--- src/rtl/rf_pkg.sv ---
// Shared widths and index type for the register file and its scoreboard.
// Latency: none (types and constants only).
// Backpressure: none (no handshakes live here).
package rf_pkg;

    localparam int DEFAULT_DATA_W = 32;
    localparam int DEFAULT_ADDR_W = 5;

    // Register index at the default register-file depth.
    typedef logic [DEFAULT_ADDR_W-1:0] reg_idx_t;

endpackage

--- src/rtl/regfile_scoreboard_if.sv ---
// Decode/writeback bundle into the register file: read, write and issue ports.
// Latency: reads are combinational; write and issue land on the next clk edge.
// Backpressure: none; the scoreboard busy flags tell decode when to stall.
interface regfile_scoreboard_if #(
    parameter int DATA_W = 32,
    parameter int ADDR_W = 5
);
    logic [ADDR_W-1:0] rd_addr_a;
    logic [ADDR_W-1:0] rd_addr_b;
    logic [DATA_W-1:0] rd_data_a;
    logic [DATA_W-1:0] rd_data_b;
    logic              busy_a;
    logic              busy_b;
    logic              wr_en;
    logic [ADDR_W-1:0] wr_addr;
    logic [DATA_W-1:0] wr_data;
    logic              issue_en;
    logic [ADDR_W-1:0] issue_addr;
    logic [ADDR_W:0]   busy_cnt;

    // Pipeline side: decode drives read/issue, writeback drives the write port.
    modport master (
        output rd_addr_a, rd_addr_b, wr_en, wr_addr, wr_data, issue_en, issue_addr,
        input  rd_data_a, rd_data_b, busy_a, busy_b, busy_cnt
    );

    // Register file side.
    modport slave (
        input  rd_addr_a, rd_addr_b, wr_en, wr_addr, wr_data, issue_en, issue_addr,
        output rd_data_a, rd_data_b, busy_a, busy_b, busy_cnt
    );
endinterface

--- src/rtl/rf_scoreboard.sv ---
// Per-register pending-result vector: clear on writeback, set on issue, set wins.
// Latency: busy vector and busy_cnt update one clk edge after clr/set.
// Backpressure: none; callers pre-qualify clr_en/set_en (e.g. hardwired r0).
module rf_scoreboard #(
    parameter int ADDR_W = 5
) (
    input  logic                 clk,
    input  logic                 rst_n,
    input  logic                 clr_en,
    input  logic [ADDR_W-1:0]    clr_addr,
    input  logic                 set_en,
    input  logic [ADDR_W-1:0]    set_addr,
    output logic [(1<<ADDR_W)-1:0] busy,
    output logic [ADDR_W:0]      busy_cnt
);
    localparam int DEPTH = 1 << ADDR_W;

    logic [DEPTH-1:0] busy_nxt;
    logic [ADDR_W:0]  cnt_nxt;

    // Next busy vector: clear applied first so a same-cycle issue re-marks the register.
    always_comb begin
        busy_nxt = busy;
        if (clr_en) busy_nxt[clr_addr] = 1'b0;
        if (set_en) busy_nxt[set_addr] = 1'b1;
    end

    // Popcount of the next vector so busy_cnt always matches the registered busy bits.
    always_comb begin
        cnt_nxt = '0;
        for (int i = 0; i < DEPTH; i++) begin
            cnt_nxt = cnt_nxt + (ADDR_W+1)'(busy_nxt[i]);
        end
    end

    // Busy bits and their count; reset discards every outstanding reservation.
    always_ff @(posedge clk or negedge rst_n) begin
        if (!rst_n) begin
            busy     <= '0;
            busy_cnt <= '0;
        end else begin
            busy     <= busy_nxt;
            busy_cnt <= cnt_nxt;
        end
    end
endmodule

--- src/rtl/regfile_scoreboard.sv ---
// CPU register file: clocked write, two bypassed combinational reads, busy scoreboard.
// Latency: reads 0 cycles (same-cycle write forwarded); write/issue visible after 1 edge.
// Backpressure: none; busy_a/busy_b let decode stall on pending producers.
module regfile_scoreboard
    import rf_pkg::*;
#(
    parameter int DATA_W   = DEFAULT_DATA_W,
    parameter int ADDR_W   = DEFAULT_ADDR_W,
    parameter bit ZERO_REG = 1'b1
) (
    input  logic                 clk,
    input  logic                 rst_n,
    regfile_scoreboard_if.slave  bus
);
    localparam int DEPTH = 1 << ADDR_W;

    logic [DATA_W-1:0] mem [DEPTH];
    logic [DEPTH-1:0]  busy;
    logic              wr_ok;
    logic              iss_ok;
    logic              zero_a, zero_b;
    logic              byp_a, byp_b;

    // A hardwired r0 swallows both writes and reservations.
    assign wr_ok  = bus.wr_en    && !(ZERO_REG && (bus.wr_addr    == '0));
    assign iss_ok = bus.issue_en && !(ZERO_REG && (bus.issue_addr == '0));

    // Forwarding is held off in reset so outputs read as zero while rst_n is low.
    assign zero_a = ZERO_REG && (bus.rd_addr_a == '0);
    assign zero_b = ZERO_REG && (bus.rd_addr_b == '0);
    assign byp_a  = rst_n && wr_ok && (bus.wr_addr == bus.rd_addr_a);
    assign byp_b  = rst_n && wr_ok && (bus.wr_addr == bus.rd_addr_b);

    // Data array: cleared asynchronously, written on the edge by writeback.
    always_ff @(posedge clk or negedge rst_n) begin
        if (!rst_n) begin
            for (int i = 0; i < DEPTH; i++) mem[i] <= '0;
        end else if (wr_ok) begin
            mem[bus.wr_addr] <= bus.wr_data;
        end
    end

    // Read muxes: r0 zero first, then writeback forwarding, then the array.
    always_comb begin
        bus.rd_data_a = mem[bus.rd_addr_a];
        bus.busy_a    = busy[bus.rd_addr_a];
        if (zero_a) begin
            bus.rd_data_a = '0;
            bus.busy_a    = 1'b0;
        end else if (byp_a) begin
            bus.rd_data_a = bus.wr_data;
            bus.busy_a    = 1'b0;
        end
        bus.rd_data_b = mem[bus.rd_addr_b];
        bus.busy_b    = busy[bus.rd_addr_b];
        if (zero_b) begin
            bus.rd_data_b = '0;
            bus.busy_b    = 1'b0;
        end else if (byp_b) begin
            bus.rd_data_b = bus.wr_data;
            bus.busy_b    = 1'b0;
        end
    end

    rf_scoreboard #(
        .ADDR_W (ADDR_W)
    ) u_sb (
        .clk      (clk),
        .rst_n    (rst_n),
        .clr_en   (wr_ok),
        .clr_addr (bus.wr_addr),
        .set_en   (iss_ok),
        .set_addr (bus.issue_addr),
        .busy     (busy),
        .busy_cnt (bus.busy_cnt)
    );
endmodule

--- src/flat_wrapper.sv ---
// flat-port wrapper written by rule: the top's interface ports become plain ports
module regfile_scoreboard_flat import rf_pkg::*;
#(
    parameter int DATA_W   = DEFAULT_DATA_W,
    parameter int ADDR_W   = DEFAULT_ADDR_W,
    parameter bit ZERO_REG = 1'b1
)
  (clk, rst_n, bus_rd_addr_a, bus_rd_addr_b, bus_wr_en, bus_wr_addr, bus_wr_data, bus_issue_en, bus_issue_addr, bus_rd_data_a, bus_rd_data_b, bus_busy_a, bus_busy_b, bus_busy_cnt);
  regfile_scoreboard_if #(.DATA_W(DATA_W), .ADDR_W(ADDR_W)) bus_i ();
  input  logic clk;
  input  logic rst_n;
  input wire logic [$bits(bus_i.rd_addr_a)-1:0] bus_rd_addr_a;
  input wire logic [$bits(bus_i.rd_addr_b)-1:0] bus_rd_addr_b;
  input wire logic [$bits(bus_i.wr_en)-1:0] bus_wr_en;
  input wire logic [$bits(bus_i.wr_addr)-1:0] bus_wr_addr;
  input wire logic [$bits(bus_i.wr_data)-1:0] bus_wr_data;
  input wire logic [$bits(bus_i.issue_en)-1:0] bus_issue_en;
  input wire logic [$bits(bus_i.issue_addr)-1:0] bus_issue_addr;
  output wire logic [$bits(bus_i.rd_data_a)-1:0] bus_rd_data_a;
  output wire logic [$bits(bus_i.rd_data_b)-1:0] bus_rd_data_b;
  output wire logic [$bits(bus_i.busy_a)-1:0] bus_busy_a;
  output wire logic [$bits(bus_i.busy_b)-1:0] bus_busy_b;
  output wire logic [$bits(bus_i.busy_cnt)-1:0] bus_busy_cnt;
  assign bus_i.rd_addr_a = bus_rd_addr_a;
  assign bus_i.rd_addr_b = bus_rd_addr_b;
  assign bus_i.wr_en = bus_wr_en;
  assign bus_i.wr_addr = bus_wr_addr;
  assign bus_i.wr_data = bus_wr_data;
  assign bus_i.issue_en = bus_issue_en;
  assign bus_i.issue_addr = bus_issue_addr;
  assign bus_rd_data_a = bus_i.rd_data_a;
  assign bus_rd_data_b = bus_i.rd_data_b;
  assign bus_busy_a = bus_i.busy_a;
  assign bus_busy_b = bus_i.busy_b;
  assign bus_busy_cnt = bus_i.busy_cnt;
  regfile_scoreboard #(.DATA_W(DATA_W), .ADDR_W(ADDR_W), .ZERO_REG(ZERO_REG)) u_core (.clk(clk), .rst_n(rst_n), .bus(bus_i));
endmodule
--- config.mk ---
export PLATFORM = sky130hd
export DESIGN_NAME = regfile_scoreboard_flat
export DESIGN_NICKNAME = d
export VERILOG_FILES = /design/src/rtl/rf_pkg.sv /design/src/rtl/regfile_scoreboard_if.sv /design/src/rtl/rf_scoreboard.sv /design/src/rtl/regfile_scoreboard.sv /design/src/flat_wrapper.sv
export SDC_FILE = /design/constraint.sdc
export NUM_CORES = 2
export LEC_CHECK = 0
export CORE_UTILIZATION = 29
export DETAILED_ROUTE_END_ITERATION = 10
export GPL_ROUTABILITY_DRIVEN = 0
export PLACE_DENSITY_LB_ADDON = 0.12
export SYNTH_ARGS = -nofsm -noshare
export SYNTH_HDL_FRONTEND = slang
export SYNTH_SLANG_ARGS = --single-unit
--- constraint.sdc ---
create_clock -name clk -period 10.6 [get_ports clk]
set_input_delay 1.06 -clock clk [delete_from_list [all_inputs] [get_ports clk]]
set_output_delay 1.06 -clock clk [all_outputs]
set_load 0.01 [all_outputs]
## Word level (Yosys, flattened, before mapping)

Index checks and enable logic that the tools add are counted.
Widths: inputs -> output; s select.

| word-level totals | value |
|---|---|
| input bits | 56 |
| logic and storage cells | 124 |
| flip-flop bits (word level) | 1062 |
| output and inout bits | 72 |

| operators by class | value |
|---|---|
| add/sub/neg operators | 31 |
| muxes and demuxes | 27 |
| $lt $le $gt $ge | 10 |
| bitwise logic cells | 6 |
| reduce and logical (&&, ||, !) cells | 14 |
| equality and inequality tests | 2 |

Operator list:

| cell | count |
|---|---|
| $bwmux 1024 | 1 |
| $mux 32 | 11 |
| $bmux 32 s5 | 2 |
| $demux 32 s5 | 1 |
| $add 6x1->6 | 26 |
| $and 32x32->32 | 1 |
| $not 32->32 | 1 |
| $or 32x32->32 | 1 |
| $lt 5x6->1 const B | 4 |
| $logic_not 5->1 | 4 |
| $ge 6x6->1 const B | 3 |
| $not 5->6 | 3 |
| $bmux 1 s5 | 2 |
| $demux 1 s5 | 2 |
| $eq 5x5->1 | 2 |
| $ge 5x1->1 const B | 2 |
| $logic_and 1x1->1 | 8 |
| $mux 1 | 8 |
| $add 5x1->6 | 1 |
| $lt 6x1->1 const B | 1 |
| $add 4x1->5 | 1 |
| $add 3x1->4 | 1 |
| $add 2x1->3 | 1 |
| $add 1x1->2 | 1 |
| $logic_not 1->1 | 2 |

## Longest topological paths before layout

| logic depth | value |
|---|---|
| word-level depth | 40 |
| gate-level depth with buffers | 23 |
| mapped depth without buffers | 21 |

## Modules after synthesis

A second synthesis with hierarchy kept.

| unflattened totals | value |
|---|---|
| cell total of the unflattened synthesis | 4011 |
| area total of the unflattened synthesis | 58579.9 um^2 |

Modules (own cells, without submodules):

| module | area an instance (um^2) | instances | sequential area each (um^2) | cells each |
|---|---|---|---|---|
| regfile_scoreboard | 56128.8 | 1 | 25624.6 | 3785 |
| rf_scoreboard | 2451.1 | 1 | 950.9 | 226 |

## Worst setup path after synthesis

No wires, ideal clock.

| timing path | value |
|---|---|
| path type | input port to flip-flop |
| start | input bus_wr_addr[3] |
| end | register u_core.u_sb.busy_cnt[4] |
| buffers on the path | 3 |
| path slack | 4115 ps |
| setup time | 80 ps |
| cell stages on the path | 19 |
| required time | 10520 ps |
| arrival | 6405 ps |
| path through | buf_2 -> nand2b_1 -> or2_2 -> clkbuf_1 -> nor2_2 -> buf_4 -> a2bb2oi_2 -> fa_1 -> fa_1 -> fa_1 -> fa_1 -> fa_1 -> fa_1 -> inv_1 -> ha_1 -> fa_1 -> a21o_1 -> a21oi_1 -> xnor2_1 |

| on the way | value |
|---|---|
| cells in the longest elaborated chain, start to end | 40 |
| elaborated cells on any way between the ends | 44 |
| classes of those cells | add/sub (31); order compare (2); mux (4); bitwise (3); reduce/logical (4) |

Ends and longest elaborated chain:

| element | line | text |
|---|---|---|
| start: declaration | flat_wrapper.sv:15 | `input wire logic [$bits(bus_i.wr_addr)-1:0] bus_wr_addr;` |
| $lt 5x6->1 (implied by the code) / $ge 5x1->1 (equally long branches) | rf_scoreboard.sv:24 | `if (clr_en) busy_nxt[clr_addr] = 1'b0;` |
| $logic_and 1x1->1 (implied by the code) | rf_scoreboard.sv:24 |  |
| $mux 1 (implied by the code) | rf_scoreboard.sv:24 |  |
| $demux 1 s5 | rf_scoreboard.sv:24 |  |
| $not 32->32 (no line) | n/a |  |
| $and 32x32->32 (no line) | n/a |  |
| $mux 32 * | rf_scoreboard.sv:24 |  |
| $or 32x32->32 (no line) | n/a |  |
| $mux 32 * | rf_scoreboard.sv:25 | `if (set_en) busy_nxt[set_addr] = 1'b1;` |
| $add 1x1->2 | rf_scoreboard.sv:32 | `cnt_nxt = cnt_nxt + (ADDR_W+1)'(busy_nxt[i]);` |
| $add 2x1->3 | rf_scoreboard.sv:32 |  |
| $add 3x1->4 | rf_scoreboard.sv:32 |  |
| $add 4x1->5 | rf_scoreboard.sv:32 |  |
| $add 5x1->6 | rf_scoreboard.sv:32 |  |
| $add 6x1->6 (25 in series) | rf_scoreboard.sv:32 |  |
| $add 6x1->6 * | rf_scoreboard.sv:32 |  |
| named net u_core.u_sb.cnt_nxt[4] | rf_scoreboard.sv:19 | `logic [ADDR_W:0] cnt_nxt;` |
| end signal: assignment | rf_scoreboard.sv:43 | `busy_cnt <= cnt_nxt;` |
| end: declaration | rf_scoreboard.sv:14 | `output logic [ADDR_W:0] busy_cnt` |

The timed path passes the listed nets; every way through them passes the cells marked *.
A chain may end at the register's enable or synchronous reset.

## Final worst setup path

| timing path | value |
|---|---|
| start | input bus_wr_addr[0] |
| end | register u_core.u_sb.busy_cnt[4] |

| on the way | value |
|---|---|
| elaborated cells on any way between the ends | 44 |
| classes of those cells | add/sub (31); order compare (2); mux (4); bitwise (3); reduce/logical (4) |

RTL lines:

| element | line | text |
|---|---|---|
| $lt 5x6->1 (implied by the code) / $ge 5x1->1 (equally long branches) | rf_scoreboard.sv:24 |  |
| $logic_and 1x1->1 (implied by the code) | rf_scoreboard.sv:24 |  |
| $mux 1 (implied by the code) | rf_scoreboard.sv:24 |  |
| $demux 1 s5 | rf_scoreboard.sv:24 |  |
| $not 32->32 (no line) | n/a |  |
| $and 32x32->32 (no line) | n/a |  |
| $mux 32 * | rf_scoreboard.sv:24 |  |
| $or 32x32->32 (no line) | n/a |  |
| $mux 32 * | rf_scoreboard.sv:25 |  |
| named net u_core.u_sb.busy_nxt[9] | rf_scoreboard.sv:18 | `logic [DEPTH-1:0] busy_nxt;` |
| $add 6x1->6 * (23 in series) | rf_scoreboard.sv:32 |  |
| named net u_core.u_sb.cnt_nxt[4] | rf_scoreboard.sv:19 |  |

Marks and branches as above.

==> metrics.txt <==
pin count of the biggest net entering global routing=89; Skew-Pair Late Insertion Delay=0.78 ns; Fin Clk Skew=0.0107 ns; fin crit share=70.0%; mapped cell area=57,900 um2; Routed Wire Length=about 220,000 um; Die ar.=201,000 um2; clock slew seen by the registers of the worst setup and hold paths=0.06 ns; Gates resized, CTS repair=0; Max Buffers Root-to-Sink=3; Die Ht=449 um; fin crit period=7.42 ns; Worst Max-Slew Pin Slew=1.18 ns; wire per inst=32.8 um; Net Count, Synth=4,165; # hold bufs at CTS=0; WHS=about 0.12 ns; Port Buf Inserts=roughly 130; CP max stage cell=nor2b_1; Fill cells=a little under 20,000; most common cell in the synthesized netlist=dfrtp_1; Leak=28.3 nW; VDD IR-drop max=0.309 mV; slowest cell delay on critical path=a little over 0.9 ns; Initial Utilization=29.3%; DR DRC count=0; TritonCTS Buffers=roughly 130; clk sinks=1,062; crit path capture type=flip-flop; startpoint types=input port; WP data arrival=8.12 ns; Post-DP HPWL=127,000 um; top cells by area, synth=dfrtp_1, mux4_2, mux2_2, mux2i_1, nand2_1; P per Cell Area=211 nW/um2; Final #Nets=4,098; syn avg cell area=14.2 um2; vias in the first global route=39,579; status=finished clean; Async SR Flop Fraction=100%; vias=37,675; Max Cap Violations=0; achievable frequency=135 MHz; Top Ports=128; crit-path cells=clkdlybuf4s50_1 > nor2b_1 > nand2_4 > a22o_1 > inv_1 > fa_1 > inv_1 > fa_1 > inv_1 > fa_1 > fa_1 > fa_1 > fa_1 > inv_1 > ha_1 > fa_1 > a21o_1 > a21oi_1 > xnor2_1; Yosys cell types=58; Routed Antenna Nets=0; Max Slew Vio Count=0; GRT Util Overall=22.0%; initial antenna violation count=8; vias per cell=5.58; Root Buffer=clkbuf_16; first-pass GRT wire length=318,000 um; Gate Count Post-Synth=between 4,000 and 5,000; Non-Filler Instances=6,757; dominant synthesized flop cell=dfrtp_1; TritonCTS clock tree=built; Core Util, Final=33.3%; # H-tree levels=4; delay-heaviest family, CP=adder cells; DR iter-0 viols=3,304; Setup Viol. Count Final=0; post-synthesis sequential area ratio=a little under half; Area Overhead vs Synth=13.9%; final hold violations=0; CP Class=input port to flip-flop; RSZ-0062 raised after global routing=false; crit-path most repeated cell=fa_1; YS warnings=0; worst min path class=input port to asynchronous set/reset pin; CP bufs+invs=5; die outline width=449 um; setup TNS=0 ns; CP Max Fanout=33; total grt overflow=0; Synth top area share=a little under half; Yosys top cell by area=dfrtp_1; max_slew headroom=21.1%; leading cell types by count after synthesis=dfrtp_1, mux2_2, mux4_2; core area=198,000 um2; layout cells sized above 1=44.3%; drt pass-1 iters=6; DP Cell Count=6,515; Post-synth EDFFs=0; num rows=163; postcts setup bufs=0; CP required=11.30 ns; Synth Register Bits=1,062
==> path summary, 6_finish.rpt <==
path | from | endpoint | slack, ns | cells past startpoint
max in group asynchronous | rst_n | u_core.mem[396]$_DFFE_PN0P_ | 6.44 | 6
setup reg to reg | u_core.u_sb.busy[21]$_DFF_PN0_ | u_core.u_sb.busy_cnt[4]$_DFF_PN0_ | 5.57 | 15
setup / recovery | bus_wr_addr[0] | u_core.u_sb.busy_cnt[4]$_DFF_PN0_ | 3.18 | 19
min in group clk | u_core.mem[997]$_DFFE_PN0P_ | u_core.mem[997]$_DFFE_PN0P_ | 0.39 | 0
hold / removal | rst_n | u_core.mem[893]$_DFFE_PN0P_ | 0.12 | 1
hold reg to reg | u_core.mem[997]$_DFFE_PN0P_ | u_core.mem[997]$_DFFE_PN0P_ | 0.39 | 0
==> per-stage QoR <==
stage	setup WS, ns	instance area [um2]	power [mW]
after floorplan	4.11	57900	8.11
after global placement	2.41	61400	9.27
after detailed placement	2.36	61400	9.29
after CTS	3.20	65900	14.1
after global routing	2.96	65900	14.7
final	3.18	65900	13.9
==> registers in the layout, summed over array words and instances, names as in the netlist <==
name / cells
u_core.mem: 1024
u_core.u_sb.busy: 32
u_core.u_sb.busy_cnt: 6
==> worst reg2reg max path, delay by kind of cell (launching register included) <==
family	cells	cell delay, ns
adder cells (fa/ha/maj)	8	3.68
AO/OA/AOI/OAI	4	0.64
flip-flops	1	0.40
XOR/XNOR	1	0.14
buffers and inverters	2	0.09
==> layout make-up <==
class	count	area, um2	share of cell area, %
Multi-Input combinational cell	2506	29100	44.1
Sequential cell	1062	26600	40.3
Clock buffer	204	4020	6.10
Tap cell	2640	3300	5.01
Timing Repair Buffer	253	2250	3.41
Clock inverter	36	472	0.715
Inverter	54	203	0.307
Antenna cell	2	5.00	0.00759
==> power breakdown <==
group	switching [mW]	internal, mW	leakage (nW)
clock	1.90	2.84	2.20
sequential	0.583	4.87	13.6
combinational	1.71	2.02	12.5
==> kinds of logic (layout without fill, tap and decap cells) <==
group | Yosys count | in the layout | synth area share [%]
buffers and inverters | 510 | 547 | 4.33
AOI/OAI and AO/OA | 472 | 472 | 5.72
and+or+nand+nor | 429 | 429 | 3.30
DFF | 1062 | 1062 | 45.9
other | 0 | 2 | 0
muxes | 1561 | 1561 | 39.6
adders and majority gates | 31 | 31 | 0.981
xor gates and xnor gates | 13 | 13 | 0.197
==> metal layers <==
| layer | vias up | track usage [%] | share of wire (%) | wire, um |
|---|---|---|---|---|
| met5 | - | 0 | 0 | 0 |
| met4 | 0 | 6.18 | 2.5 | 5600 |
| met3 | 262 | 2.94 | 4.4 | 9690 |
| met2 | 985 | 35.2 | 48 | 105000 |
| met1 | 21039 | 31.2 | 46 | 101000 |
| li1 | 15389 | - | - | - |
==> cell usage in the layout (no fill, tap or decap), types with 56 or more instances in the layout <==
| cell type | instances |
|---|---|
| dfrtp_1 | 1062 |
| mux2_2 | 927 |
| mux4_2 | 487 |
| nand2_1 | 231 |
| clkbuf_16 | 139 |
| buf_4 | 126 |
| mux2i_1 | 117 |
| clkdlybuf4s50_1 | 114 |
| o21ai_0 | 82 |
| a21oi_1 | 66 |
| nor2_1 | 59 |
| a22o_1 | 57 |
| a221oi_1 | 56 |
No activity file was read; power rests on OpenSTA's default activity.
